**src/rtl/evg_pkg.sv**
```systemverilog
// evg_pkg: shared constants and types for the event-link TX scheduler.
//   K28_5       comma character sent on the event lane
//   K_SEG_START K character opening a segmented-data frame on lane0
//   K_SEG_STOP  K character closing the data part of a segment frame
//   EV_BEACON   periodic beacon event code
//   seg_state_t segment-frame FSM states, in emission order
package evg_pkg;

  localparam logic [7:0] K28_5       = 8'hBC;
  localparam logic [7:0] K_SEG_START = 8'h5C;
  localparam logic [7:0] K_SEG_STOP  = 8'h3C;
  localparam logic [7:0] EV_BEACON   = 8'h7E;

  typedef enum logic [2:0] {
    SEG_IDLE,
    SEG_START,
    SEG_ADDR,
    SEG_DATA,
    SEG_STOP,
    SEG_CHK_H,
    SEG_CHK_L
  } seg_state_t;

endpackage

```
**src/rtl/evg_seg_sender.sv**
```systemverilog
// evg_seg_sender: segmented-data-buffer frame generator for lane0 odd words.
// Ports:
//   tx_clk, tx_rst   clock and synchronous active-high reset
//   aligned          link up; dropping it mid-frame aborts the frame
//   odd              current word is an odd word (frame bytes go out only there)
//   seg_start        request one frame (accepted only when idle and not busy)
//   seg_addr         segment address, captured with seg_start
//   seg_busy         frame in progress
//   seg_done         one-cycle pulse once the last checksum byte has left
//   seg_abort        one-cycle pulse when aligned drops during a frame
//   seg_rd_en        buffer read strobe, issued on the even word before each data slot
//   seg_rd_addr      buffer byte index
//   seg_rd_data      buffer byte, valid one cycle after seg_rd_en
//   lane0_byte       byte to place on lane0 if this is an odd word
//   lane0_k          lane0 K flag for that byte
module evg_seg_sender
  import evg_pkg::*;
#(
  parameter int SEG_BYTES = 16,
  localparam int AW = (SEG_BYTES > 1) ? $clog2(SEG_BYTES) : 1
) (
  input  logic          tx_clk,
  input  logic          tx_rst,
  input  logic          aligned,
  input  logic          odd,
  input  logic          seg_start,
  input  logic [7:0]    seg_addr,
  output logic          seg_busy,
  output logic          seg_done,
  output logic          seg_abort,
  output logic          seg_rd_en,
  output logic [AW-1:0] seg_rd_addr,
  input  logic [7:0]    seg_rd_data,
  output logic [7:0]    lane0_byte,
  output logic          lane0_k
);

  localparam logic [AW-1:0] LAST_IDX = AW'(SEG_BYTES - 1);

  seg_state_t  state;
  logic [7:0]  addr_q;
  logic [15:0] sum_q;
  logic [15:0] chk;
  logic        fin_q;

  assign chk = 16'hFFFF - sum_q;

  // fin_q marks the cycle in which CHK_L sits on tx_data; seg_done and the
  // fall of seg_busy follow one cycle later, which also keeps a seg_start in
  // that in-between cycle from being accepted.
  always_ff @(posedge tx_clk) begin
    if (tx_rst) begin
      state       <= SEG_IDLE;
      addr_q      <= 8'h00;
      sum_q       <= 16'h0000;
      fin_q       <= 1'b0;
      seg_busy    <= 1'b0;
      seg_done    <= 1'b0;
      seg_abort   <= 1'b0;
      seg_rd_en   <= 1'b0;
      seg_rd_addr <= '0;
    end else if (!aligned) begin
      state     <= SEG_IDLE;
      fin_q     <= 1'b0;
      seg_busy  <= 1'b0;
      seg_done  <= 1'b0;
      seg_rd_en <= 1'b0;
      seg_abort <= seg_busy;
    end else begin
      seg_abort <= 1'b0;
      seg_done  <= fin_q;
      seg_rd_en <= 1'b0;
      fin_q     <= 1'b0;
      if (fin_q)
        seg_busy <= 1'b0;
      if (state == SEG_IDLE) begin
        if (seg_start && !seg_busy) begin
          state    <= SEG_START;
          seg_busy <= 1'b1;
          addr_q   <= seg_addr;
          sum_q    <= {8'h00, seg_addr};
        end
      end else if (odd) begin
        // Reads are launched on odd words so the strobe covers the following
        // even word and the byte lands in time for the next odd (DATA) word.
        case (state)
          SEG_START: state <= SEG_ADDR;
          SEG_ADDR: begin
            state       <= SEG_DATA;
            seg_rd_addr <= '0;
            seg_rd_en   <= 1'b1;
          end
          SEG_DATA: begin
            sum_q <= sum_q + {8'h00, seg_rd_data};
            if (seg_rd_addr == LAST_IDX) begin
              state <= SEG_STOP;
            end else begin
              seg_rd_addr <= seg_rd_addr + 1'b1;
              seg_rd_en   <= 1'b1;
            end
          end
          SEG_STOP:  state <= SEG_CHK_H;
          SEG_CHK_H: state <= SEG_CHK_L;
          SEG_CHK_L: begin
            state <= SEG_IDLE;
            fin_q <= 1'b1;
          end
          default:   state <= SEG_IDLE;
        endcase
      end
    end
  end

  always_comb begin
    lane0_byte = 8'h00;
    lane0_k    = 1'b0;
    case (state)
      SEG_START: begin
        lane0_byte = K_SEG_START;
        lane0_k    = 1'b1;
      end
      SEG_ADDR:  lane0_byte = addr_q;
      SEG_DATA:  lane0_byte = seg_rd_data;
      SEG_STOP: begin
        lane0_byte = K_SEG_STOP;
        lane0_k    = 1'b1;
      end
      SEG_CHK_H: lane0_byte = chk[15:8];
      SEG_CHK_L: lane0_byte = chk[7:0];
      default:   ;
    endcase
  end

endmodule

```
**src/rtl/evg_tx_scheduler.sv**
```systemverilog
// evg_tx_scheduler: builds the 16-bit GTP TX word stream for the event link.
//   lane1 [15:8] event byte: comma > lowest-index requester > beacon > 0x00
//   lane0 [7:0]  dbus byte on even words, segment-frame byte on odd words
// Ports:
//   tx_clk, tx_rst          GTP TX user clock, synchronous active-high reset
//   aligned                 link up; low forces idle zeros and clears counters
//   ev_valid/ev_code        per-requester event request and 8-bit code
//   ev_ready                same-cycle grant; code taken when ev_valid & ev_ready
//   dbus                    distributed-bus byte, sampled on even words
//   seg_start/seg_addr      start a segment frame at the given address
//   seg_busy/done/abort     segment frame status
//   seg_rd_en/addr/data     segment buffer read port (one-cycle read latency)
//   tx_data/tx_charisk      registered TX word and per-lane K flags
module evg_tx_scheduler
  import evg_pkg::*;
#(
  parameter int N_REQ         = 2,
  parameter int COMMA_PERIOD  = 4,
  parameter int BEACON_PERIOD = 1000,
  parameter int SEG_BYTES     = 16
) (
  input  logic                         tx_clk,
  input  logic                         tx_rst,
  input  logic                         aligned,
  input  logic [N_REQ-1:0]             ev_valid,
  input  logic [N_REQ*8-1:0]           ev_code,
  output logic [N_REQ-1:0]             ev_ready,
  input  logic [7:0]                   dbus,
  input  logic                         seg_start,
  input  logic [7:0]                   seg_addr,
  output logic                         seg_busy,
  output logic                         seg_done,
  output logic                         seg_abort,
  output logic                         seg_rd_en,
  output logic [$clog2(SEG_BYTES)-1:0] seg_rd_addr,
  input  logic [7:0]                   seg_rd_data,
  output logic [15:0]                  tx_data,
  output logic [1:0]                   tx_charisk
);

  // COMMA_PERIOD is a power of two, so the word counter only needs enough
  // bits to find the comma slot; w[0] still gives the even/odd phase.
  localparam int WW = $clog2(COMMA_PERIOD);
  localparam int BW = (BEACON_PERIOD > 1) ? $clog2(BEACON_PERIOD) : 1;

  logic [WW-1:0] w;
  logic [BW-1:0] bcnt;
  logic          beacon_pending;
  logic          comma_slot;
  logic          odd;
  logic [7:0]    ev_byte;
  logic          ev_k;
  logic          beacon_take;
  logic          found;
  logic [7:0]    seg_byte;
  logic          seg_k;

  assign comma_slot = (w == '0);
  assign odd        = w[0];

  evg_seg_sender #(
    .SEG_BYTES(SEG_BYTES)
  ) u_seg (
    .tx_clk     (tx_clk),
    .tx_rst     (tx_rst),
    .aligned    (aligned),
    .odd        (odd),
    .seg_start  (seg_start),
    .seg_addr   (seg_addr),
    .seg_busy   (seg_busy),
    .seg_done   (seg_done),
    .seg_abort  (seg_abort),
    .seg_rd_en  (seg_rd_en),
    .seg_rd_addr(seg_rd_addr),
    .seg_rd_data(seg_rd_data),
    .lane0_byte (seg_byte),
    .lane0_k    (seg_k)
  );

  // Event-lane arbiter. The grant is chosen from ev_valid alone so that a
  // requester's ready never depends on the code it presents.
  always_comb begin
    ev_ready    = '0;
    ev_byte     = 8'h00;
    ev_k        = 1'b0;
    beacon_take = 1'b0;
    found       = 1'b0;
    if (!tx_rst && aligned) begin
      if (comma_slot) begin
        ev_byte = K28_5;
        ev_k    = 1'b1;
      end else begin
        for (int i = 0; i < N_REQ; i++) begin
          if (ev_valid[i] && !found) begin
            found       = 1'b1;
            ev_ready[i] = 1'b1;
            ev_byte     = ev_code[i*8 +: 8];
          end
        end
        if (!found && beacon_pending) begin
          ev_byte     = EV_BEACON;
          beacon_take = 1'b1;
        end
      end
    end
  end

  // Counters and the output word register. A beacon wrap in the same cycle
  // the pending beacon goes out leaves pending set: that wrap starts a new
  // period and still owes one beacon.
  always_ff @(posedge tx_clk) begin
    if (tx_rst || !aligned) begin
      w              <= '0;
      bcnt           <= '0;
      beacon_pending <= 1'b0;
      tx_data        <= 16'h0000;
      tx_charisk     <= 2'b00;
    end else begin
      w <= w + 1'b1;
      if (bcnt == BW'(BEACON_PERIOD - 1)) begin
        bcnt           <= '0;
        beacon_pending <= 1'b1;
      end else begin
        bcnt <= bcnt + 1'b1;
        if (beacon_take)
          beacon_pending <= 1'b0;
      end
      tx_data    <= {ev_byte, (odd ? seg_byte : dbus)};
      tx_charisk <= {ev_k, (odd ? seg_k : 1'b0)};
    end
  end

endmodule
```
**config.mk**
```make
export PLATFORM = sky130hd
export DESIGN_NAME = evg_tx_scheduler
export DESIGN_NICKNAME = d
export VERILOG_FILES = /design/src/rtl/evg_pkg.sv /design/src/rtl/evg_seg_sender.sv /design/src/rtl/evg_tx_scheduler.sv
export SDC_FILE = /design/constraint.sdc
export NUM_CORES = 1
export LEC_CHECK = 0
export ABC_CLOCK_PERIOD_IN_PS = 3500
export BUFFER_PORTS_ARGS = -buffer_cell sky130_fd_sc_hd__buf_2
export CELL_PAD_IN_SITES_DETAIL_PLACEMENT = 1
export CELL_PAD_IN_SITES_GLOBAL_PLACEMENT = 1
export CORE_MARGIN = 3
export CORE_UTILIZATION = 42
export CTS_CLUSTER_SIZE = 40
export DETAILED_ROUTE_END_ITERATION = 8
export PLACE_DENSITY = 0.83
export RECOVER_POWER = 50
export SLEW_MARGIN = 30
export SYNTH_ARGS = -nofsm -noshare
export SYNTH_HDL_FRONTEND = slang
export SYNTH_SLANG_ARGS = --single-unit
```
**constraint.sdc**
```tcl
create_clock -name tx_clk -period 3.5 [get_ports tx_clk]
set_input_delay 0.175 -clock tx_clk [delete_from_list [all_inputs] [get_ports tx_clk]]
set_output_delay 0.175 -clock tx_clk [all_outputs]
set_load 0.02 [all_outputs]
```
==> impl_metrics.ini, run 1 <==
[die]
rows = 31
coreArea_um2 = 7410
ios = 74
start_util = 0.442
die_x_um = 94.3
die_y_um = 94.3
die-area_um2 = 8890

[clock_network]
cts_buffers = 9
root_buffer = clkbuf_8
cts_hold_buf = 0
cts_buffer_depth = 2
postCtsSetupBuffers = 0
cts_tree = built
cts.repair.resized = 0
cts_sinks = 67
clkTransAtPathRegs_ns = 0.07
htree_levels = 3
worst_skew_pair.late_latency_ns = 0.35

[detailed_routing]
via_per_inst = 5.62
drt_iter0_markers = 157
antenna_left = 0
wl_per_cell_um = 17.3
vias = 3251
drc = 0
postRouteWirelength_um = 10000
dr.pass1.iters = 4

[global_route]
grt_pass1_wl_um = 16100
grt.overflow.total = 0
antenna_found_initial = 0
grt_max_degree = 27
grt_pass1_vias = 3362
grtUsageTotal = 0.232

[synthesis]
ys.warnings.count = 0
synthDistinctLibCells = 45
synthCells = 402
yosysSeqAreaShare = 0.409
yosys.area.top_type_share = 0.409
synth_top_flop_cell = dfxtp_1
synth_area_per_cell_um2 = 8.15
synth.top_cells.by_area = dfxtp_1 41%, a21oi_1 8.1%, nand2_1 5.7%
synth_edf_count = 0
ys_seq_elements = 67
async_flop_share = 0
netlist_area_um2 = 3280
synth_nets = 460
synth.largest_area_cell = dfxtp_1

[timing]
relSlewSlack = 0.434
fmax_mhz = 422
hold_viol = 0
fin_ws_ns = 1.13
finClkSkew_ns = 0.00688
fin_crit_sh = 0.677
rsz0062_at_grt = no
tightest_slew_ns = 0.841
setup_tns_ns = 0
fin_hold_ws_ns = 0.0270
finalSetupViolations = 0
period_needed_ns = 2.37
maxSlewViolCount = 0

[placed_design]
hpwlAfterDp_um = 7500
pre_cts_ws_ns = 1.19
io_buffers = 73
routabilityCongestion = 0.875

[finish]
area_delta_synth_final_pct = 18.8
postLayoutCoreUtil = 0.525
fin_nets = 532
drive_gt1_frac = 0.150
diodes = 0

[setup_path]
crit_type = flop to flop
worstPathRequired_ns = 3.78
cp-end-kind = flop
reg2reg_depth = 6
crit_fanout = 25
cp.arrival_ns = 2.65
cp-start-kind = flop
r2r_slack_ns = 1.13

[hold_path]
min_path_cells = 3
hold_class = primary input to flop

[power]
power_leakage_nw = 1.47
pwr_density_cell_nw_per_um2 = 433
ir_drop_mv = 0.208

[outcome]
status = completed

[job]
drv_cap = 0
==> Yosys cell counts, types with 2 or more instances <==
cell	instances
o21a_1	4
a21o_1	3
nor2_1	36
ha_1	11
nand4_1	6
o31ai_1	3
and3_1	3
a31oi_1	4
o21ai_1	2
a22oi_1	7
nand3b_1	3
dfxtp_1	67
clkbuf_1	14
nor3_1	10
nand2_1	50
xor2_1	6
and2_1	4
a211oi_1	3
or3_1	11
nor3b_1	3
nor2b_1	8
mux2i_1	8
inv_1	7
o21ai_0	32
a311oi_1	4
a21oi_1	53
xnor2_1	4
a221oi_1	4
o22ai_1	3
nand2b_1	8
nand3_1	5
or2_2	2
or4_1	2
==> report_power, final <==
part / leakage [nW] / switching, W / total (W) / internal [W]
clock: 0.102 / 0.000308 / 0.000656 / 0.000348
combinational: 0.820 / 0.000137 / 0.000222 / 0.0000846
sequential: 0.545 / 0.0000203 / 0.000807 / 0.000787
total: 1.47 / 0.000466 / 0.00168 / 0.00122
==> final cells by class <==
class,instances,area [um2]
Clock inverter,6,65.1
Tap cell,99,124
Clock buffer,10,138
Timing Repair Buffer,78,365
Sequential cell,67,1340
Inverter,7,26.3
Multi-Input combinational cell,311,1830
Fill cell,951,3520
==> state kept, by name, indices dropped and copies added, names as in the netlist <==
signal and count:
u_seg.sum_q 16, beacon_pending 1, tx_data 16, bcnt 10, u_seg.seg_busy 1, tx_charisk 2
u_seg.addr_q 8, u_seg.fin_q 1, u_seg.seg_abort 1, u_seg.seg_rd_en 1, u_seg.seg_done 1, w 2
u_seg.state 3, u_seg.seg_rd_addr 4
==> final timing paths <==
path                                startpoint             end
worst min-delay path                   dbus[7]      tx_data[7]
worst max-delay path            u_seg.state[0]  u_seg.sum_q[8]
worst min register to register     u_seg.fin_q  u_seg.seg_done
worst max register to register  u_seg.state[0]  u_seg.sum_q[8]
==> routing by layer <==
metal / up-vias / wire length [um] / global-route usage
li1: 1589 / - / -
met5: - / 0 / 0
met2: 107 / 4680 / 0.389
met3: 15 / 649 / 0.0441
met4: 0 / 161 / 0.0878
met1: 1540 / 4520 / 0.294
==> layout by cell type, fill, tap and decap left out, types with 3 or more instances in the layout <==
master / instances
inv_1: 7
a31oi_1: 4
clkbuf_1: 28
nor2_1: 36
nor3_1: 10
a21o_1: 3
nand4_1: 6
nor3b_1: 3
xor2_1: 6
and2_1: 3
and3_1: 3
a311oi_1: 4
nand3b_1: 3
o21a_1: 4
nand2_1: 50
o21ai_0: 32
buf_4: 4
a22oi_1: 7
nand3_1: 5
clkbuf_8: 10
nor2b_1: 8
ha_1: 11
dfxtp_1: 67
a21oi_1: 53
buf_2: 46
mux2i_1: 8
or3_1: 11
o31ai_1: 3
o22ai_1: 3
a211oi_1: 3
a221oi_1: 4
xnor2_1: 4
nand2b_1: 8
==> critical path: stages, from the launching register on <==
cell and delay (ns):
dfxtp_1 0.57, or3_1 0.52, buf_4 0.23, nor2_4 0.28
nor2b_1 0.17, or3_1 0.37, a21oi_1 0.15
==> logic make-up after synthesis <==
| logic type | synth area share |
|---|---|
| buffers and inverters | 0.0309 |
| DFF | 0.409 |
| muxes | 0.0244 |
| AOI/OAI and AO/OA | 0.231 |
| xor gates and xnor gates | 0.0267 |
| and+or+nand+nor | 0.229 |
| adders and majority gates | 0.0481 |
==> per-stage QoR <==
stage | instance area [um2] | std cells | power, W
final | 3890 | 578 | 0.00168
after global placement | 3730 | 562 | 0.00104
after floorplan | 3280 | 402 | 0.000959
after global routing | 3890 | 578 | 0.00176
after CTS | 3930 | 578 | 0.00170
after detailed placement | 3730 | 562 | 0.00105
Power figures use the tool's default switching activity.
==> run 2, diff against run 1 <==
--- a/config.mk
+++ b/config.mk
@@ -5,15 +5,16 @@
 export SDC_FILE = /design/constraint.sdc
 export NUM_CORES = 1
 export LEC_CHECK = 0
-export ABC_CLOCK_PERIOD_IN_PS = 3500
+export ABC_AREA = 1
+export ABC_CLOCK_PERIOD_IN_PS = 2200
 export BUFFER_PORTS_ARGS = -buffer_cell sky130_fd_sc_hd__buf_2
 export CELL_PAD_IN_SITES_DETAIL_PLACEMENT = 1
 export CELL_PAD_IN_SITES_GLOBAL_PLACEMENT = 1
 export CORE_MARGIN = 3
-export CORE_UTILIZATION = 42
+export CORE_UTILIZATION = 39
 export CTS_CLUSTER_SIZE = 40
 export DETAILED_ROUTE_END_ITERATION = 8
-export PLACE_DENSITY = 0.83
+export PLACE_DENSITY = 0.79
 export RECOVER_POWER = 50
 export SLEW_MARGIN = 30
 export SYNTH_ARGS = -nofsm -noshare
==> constraint.sdc (replaced) <==
create_clock -name tx_clk -period 2.2 [get_ports tx_clk]
set_input_delay 0.11 -clock tx_clk [delete_from_list [all_inputs] [get_ports tx_clk]]
set_output_delay 0.11 -clock tx_clk [all_outputs]
set_load 0.02 [all_outputs]
==> impl_metrics.ini, run 2 <==
[finish]
layout.cells.non_filler = 708
drive_gt1_frac = 0.157
fin_nets = 653
diodes = 0
reg_top3 = tx_data x16, u_seg.sum_q x16, bcnt x10
final_cell_mix = 127 x nand2_1, 67 x dfxtp_1, 66 x nor2_1
area_delta_synth_final_pct = 20.5
layout_commonest_cell = nand2_1

[synthesis]
synth_nets = 563
yosys.area_share.simple = 0.307
synthDistinctLibCells = 47
synth.most_common_cell = nand2_1
ys.warnings.count = 0
synth.top_cells.by_area = dfxtp_1 38%, nand2_1 13%, nor2_1 6.8%
yosys.area.top_type_share = 0.377
netlist_area_um2 = 3550
synth.largest_area_cell = dfxtp_1
synthTopCellsByCount = 127 x nand2_1, 67 x dfxtp_1, 64 x nor2_1
synth-compound-area-share = 0.167
synthMuxAreaShare = 0
yosysSeqAreaShare = 0.377
synth_top_family_by_area = simple AND/OR/NAND/NOR gates
ys_seq_elements = 67
synth_xor_area_frac = 0.0123
yosys.area_share.adder = 0.0444
synth_top_flop_cell = dfxtp_1
async_flop_share = 0
synth_edf_count = 0
synth_area_per_cell_um2 = 7.04
synthCells = 505

[detailed_routing]
via_per_inst = 5.29
postRouteWirelength_um = 11800
antenna_left = 0
vias = 3745
wl_per_cell_um = 16.6
drt_iter0_markers = 158
dr.pass1.iters = 4
drc = 0

[setup_path]
crit_family = buffers and inverters
r2r_start = w[0]
critPathBufInv = 5
crit_type = primary input to flop
cp.arrival_ns = 2.27
worstPathCellList = dlygate4sd3_1 > buf_2 > inv_1 > nand2_1 > nor2_1 > inv_1 > nor2_1 > a32o_1 > dlygate4sd3_1
critPathSlowestCell = dlygate4sd3_1
worstPathRequired_ns = 2.50
cp-start-kind = primary input
cp-startpoint = tx_rst
crit_path_max_incr_delay_ns = 0.54
cp-end-kind = flop
crit_fanout = 8

[die]
coreArea_um2 = 8810
rows = 34
ios = 74
die-area_um2 = 10300
die_x_um = 101
start_util = 0.404
die_y_um = 101

[clock_network]
cts_sinks = 67
worst_skew_pair.late_latency_ns = 0.36
cts_buffers = 9
htree_levels = 3
cts.repair.resized = 0
cts_tree = built
postCtsSetupBuffers = 0
clkTransAtPathRegs_ns = 0.08
cts_buffer_depth = 2
root_buffer = clkbuf_8

[global_route]
grtUsageTotal = 0.239
grt_pass1_vias = 3927
grt_max_degree = 19
grt.overflow.total = 0
grt_pass1_wl_um = 19000
antenna_found_initial = 0

[power]
power_leakage_nw = 1.85
pwr_density_cell_nw_per_um2 = 687
power_w = 0.00294
ir_drop_mv = 0.345

[timing]
rsz0062_at_grt = no
fin_crit_sh = 0.896
hold_viol = 0
period_needed_ns = 1.97
fin_ws_ns = 0.228
fmax_mhz = 507
relSlewSlack = 0.344
maxSlewViolCount = 0
setup_tns_ns = 0
finClkSkew_ns = 0.00613
tightest_slew_ns = 0.983
fin_hold_ws_ns = 0.0161
finalSetupViolations = 0

[outcome]
status = completed

[placed_design]
routabilityCongestion = 0.869
dp_cells = 679
io_buffers = 73
pre_cts_ws_ns = 0.467
hpwlAfterDp_um = 8860

[job]
drv_cap = 0

[hold_path]
hold_class = primary input to flop
hold_start = ev_code[14]
## run 2: changes by cell type after synthesis, moves of 7 or more
| cell | delta |
|---|---|
| nand2b_1 | -8 |
| a21oi_1 | -21 |
| mux2i_1 | -8 |
| nor2_1 | +28 |
| or3_1 | -11 |
| nand3_1 | +23 |
| inv_1 | +52 |
| clkbuf_1 | -12 |
| a22oi_1 | -7 |
| nand2_1 | +77 |
| nor2b_1 | -8 |
## run 2: power by group
| group | leakage, nW | total [W] | internal [W] | switching (W) |
|---|---|---|---|---|
| Clock | 0.106 | 0.00112 | 0.000589 | 0.000530 |
| Combinational | 1.20 | 0.000521 | 0.000176 | 0.000344 |
| Sequential | 0.546 | 0.00130 | 0.00126 | 0.0000383 |
## run 2: worst register-to-register path: cells and delay by family, from the launching register on
kind | cells | cell delay (ns)
flip-flops | 1 | 0.36
buffers and inverters | 3 | 0.76
AO/OA/AOI/OAI | 1 | 0.15
AND/OR/NAND/NOR | 2 | 0.37
adder cells (fa/ha/maj) | 1 | 0.26
## run 2: worst paths after layout
| path | end | slack, ns | depth (start not counted) |
|---|---|---|---|
| hold / removal | tx_data[14] | 0.02 | 3 |
| setup / recovery | tx_data[8] | 0.23 | 9 |
| hold reg to reg | u_seg.seg_done | 0.43 | 2 |
| setup reg to reg | tx_data[8] | 0.25 | 7 |
## run 2: repair_timing
item                                    CTS  global route
endpoints found under the setup margin    0             0
hold buffers                             13             0
hold endpoints to repair                 13             0
## run 2: cell families (layout without fill, tap and decap cells)
kind of cell / count (synthesis) / count (layout)
buffers and inverters: 75 / 170
and+or+nand+nor: 250 / 250
DFF: 67 / 67
xor gates and xnor gates: 5 / 5
adders and majority gates: 12 / 12
AOI/OAI and AO/OA: 96 / 96
## run 2: layer usage
metal,wire length (um),vias to the layer above,GRT usage
li1,-,1821,-
met1,5210,1809,0.298
met2,5640,87,0.399
met3,570,28,0.0579
met4,324,0,0.0910
met5,0,-,0
## run 2: layout make-up
| type | instances | area (um2) |
|---|---|---|
| clock buffer | 11 | 151 |
| clock inverter | 5 | 60.1 |
| fill | 1197 | 4520 |
| inverter | 65 | 249 |
| multi-input combinational | 363 | 1870 |
| sequential | 67 | 1340 |
| tap | 108 | 135 |
| timing repair buffer | 89 | 478 |
## run 2: metrics by stage
stage	area, um2	util
2_1_floorplan	3550	-
3_3_place_gp	4000	0.454
3_5_place_dp	4000	0.454
4_1_cts	4340	0.493
5_1_grt	4280	0.487
6_report	4280	0.487
==> run 3, diff against run 2 <==
==> constraint.sdc (replaced) <==
create_clock -name tx_clk -period 2.2 [get_ports tx_clk]
set_input_delay 0.33 -clock tx_clk [delete_from_list [all_inputs] [get_ports tx_clk]]
set_output_delay 0.33 -clock tx_clk [all_outputs]
set_load 0.02 [all_outputs]
==> impl_metrics.ini, run 3 (synthesized netlist as in run 2, its figures left out) <==
[outcome]
status = completed

[placed_design]
hpwlAfterDp_um = 8960
dp_cells = 679
io_buffers = 73
routabilityCongestion = 0.871

[global_route]
grt.overflow.total = 0
grtUsageTotal = 0.233
grt_pass1_wl_um = 18700
antenna_found_initial = 0
grt_max_degree = 19
grt_pass1_vias = 3793

[die]
die_y_um = 101
die-area_um2 = 10300
ios = 74
coreArea_um2 = 8810
rows = 34
die_x_um = 101
start_util = 0.404

[detailed_routing]
dr.pass1.iters = 6
antenna_left = 0
via_per_inst = 5.20
drc = 0
wl_per_cell_um = 16.2
drt_iter0_markers = 165
vias = 3612
postRouteWirelength_um = 11300

[timing]
finClkSkew_ns = 0.00616
relSlewSlack = 0.361
fin_hold_ws_ns = 0.186
hold_viol = 0
period_needed_ns = 2.00
tightest_slew_ns = 0.958
fin_crit_sh = 0.911
rsz0062_at_grt = no
setup_tns_ns = 0
fmax_mhz = 499
maxSlewViolCount = 0
finalSetupViolations = 0

[power]
power_leakage_nw = 1.78
p_int_w = 0.00187
combPwrFrac = 0.183
p_seq_frac = 0.474
switching_share = 0.321
ir_drop_mv = 0.301
clkPwrFrac = 0.343
p_switching_w = 0.000882
pwr_density_cell_nw_per_um2 = 666

[setup_path]
crit_type = flop to primary output
r2r-end = tx_data[1]
r2r_start = u_seg.state[0]
crit_top_cell = inv_1
worstPathRequired_ns = 1.87
r2r_slack_ns = 0.33
critPathSlowestCell = dfxtp_1
crit_family = buffers and inverters
worstPathCellList = inv_1 > ha_1 > nor2_1 > inv_1 > nor2_2 > buf_2
cp-end-kind = primary output
crit_path_max_incr_delay_ns = 0.35
cp-start-kind = flop
cp.arrival_ns = 1.67
critPathBufInv = 3
crit_fanout = 5
reg2reg_depth = 6

[clock_network]
worst_skew_pair.late_latency_ns = 0.34
cts_sinks = 67
cts_hold_buf = 0
cts_buffer_depth = 2
clkTransAtPathRegs_ns = 0.08
root_buffer = clkbuf_8
cts_tree = built
cts_buffers = 9
postCtsSetupBuffers = 0
htree_levels = 3

[finish]
postLayoutCoreUtil = 0.469
fin_nets = 640
reg_top3 = tx_data x16, u_seg.sum_q x16, bcnt x10
area_delta_synth_final_pct = 16.2
drive_gt1_frac = 0.162
final_cell_mix = 127 x nand2_1, 67 x dfxtp_1, 64 x nor2_1
layout_commonest_cell = nand2_1
diodes = 0
layout.cells.non_filler = 695

[hold_path]
hold_end = tx_data[9]
min_path_cells = 3
hold_class = primary input to flop
hold_start = ev_code[1]

[job]
drv_cap = 0
[run 3: cell count changes in the layout (fill, tap and decap cells not counted), sizes merged]
| cell | previous run | this run |
|---|---|---|
| buf | 48 | 47 |
| bufinv | 1 | 0 |
| clkinv | 3 | 6 |
| dlygate4sd3 | 13 | 0 |
| inv | 65 | 64 |
[run 3: final cells by class]
type                            count  area (um2)
Timing Repair Buffer               76         347
Inverter                           65         249
Sequential cell                    67        1340
Clock inverter                      6        40.0
Tap cell                          108         135
Multi-Input combinational cell    363        1880
Fill cell                        1192        4680
Clock buffer                       10         138
[run 3: through the flow]
step | power [W] | cell area (um2) | setup WS [ns]
2_1_floorplan | 0.00167 | 3550 | 0.565
3_3_place_gp | 0.00181 | 4000 | 0.371
3_5_place_dp | 0.00183 | 4000 | 0.294
4_1_cts | 0.00278 | 4180 | 0.112
5_1_grt | 0.00290 | 4130 | 0.0482
6_report | 0.00275 | 4130 | 0.195
[run 3: routing by layer]
metal / vias to the layer above / part of all wire / track usage
met3: 11 / 0.048 / 0.0386
met1: 1728 / 0.45 / 0.299
met4: 0 / 0.0097 / 0.0624
li1: 1789 / - / -
met2: 84 / 0.49 / 0.404
met5: - / 0 / 0
[run 3: repair_timing]
item,in CTS,in global routing
setup endpoints to repair,0,1
resized for setup,0,1
endpoints found under the hold margin,0,0
[run 3: how the worst max path moves through the flow]
| stage | startpoint | end | slack, ns | cells past startpoint |
|---|---|---|---|---|
| floorplan | w[0] | ev_ready[1] | 0.56 | 5 |
| global placement | seg_rd_data[0] | u_seg.sum_q[12] | 0.37 | 11 |
| detailed placement | seg_rd_data[0] | u_seg.sum_q[6] | 0.29 | 10 |
| CTS | w[0] | ev_ready[0] | 0.11 | 6 |
| global route | w[0] | ev_ready[0] | 0.05 | 6 |
| finish | w[0] | ev_ready[0] | 0.20 | 6 |
[run 3: worst register-to-register path, cell delays in order (launching register included)]
cell	delay (ns)
dfxtp_1	0.49
inv_1	0.18
nor2_1	0.36
nand2_1	0.30
o22ai_1	0.21
nor2_1	0.12
o21ai_0	0.14
[run 3: power groups by stage]
stage | clock, W | sequential, W | combinational [W]
finish | 0.000943 | 0.00130 | 0.000502
global route | 0.00103 | 0.00131 | 0.000563
CTS | 0.000967 | 0.00130 | 0.000509
detailed placement | 0 | 0.00133 | 0.000502
global placement | 0 | 0.00133 | 0.000483
floorplan | 0 | 0.00134 | 0.000336
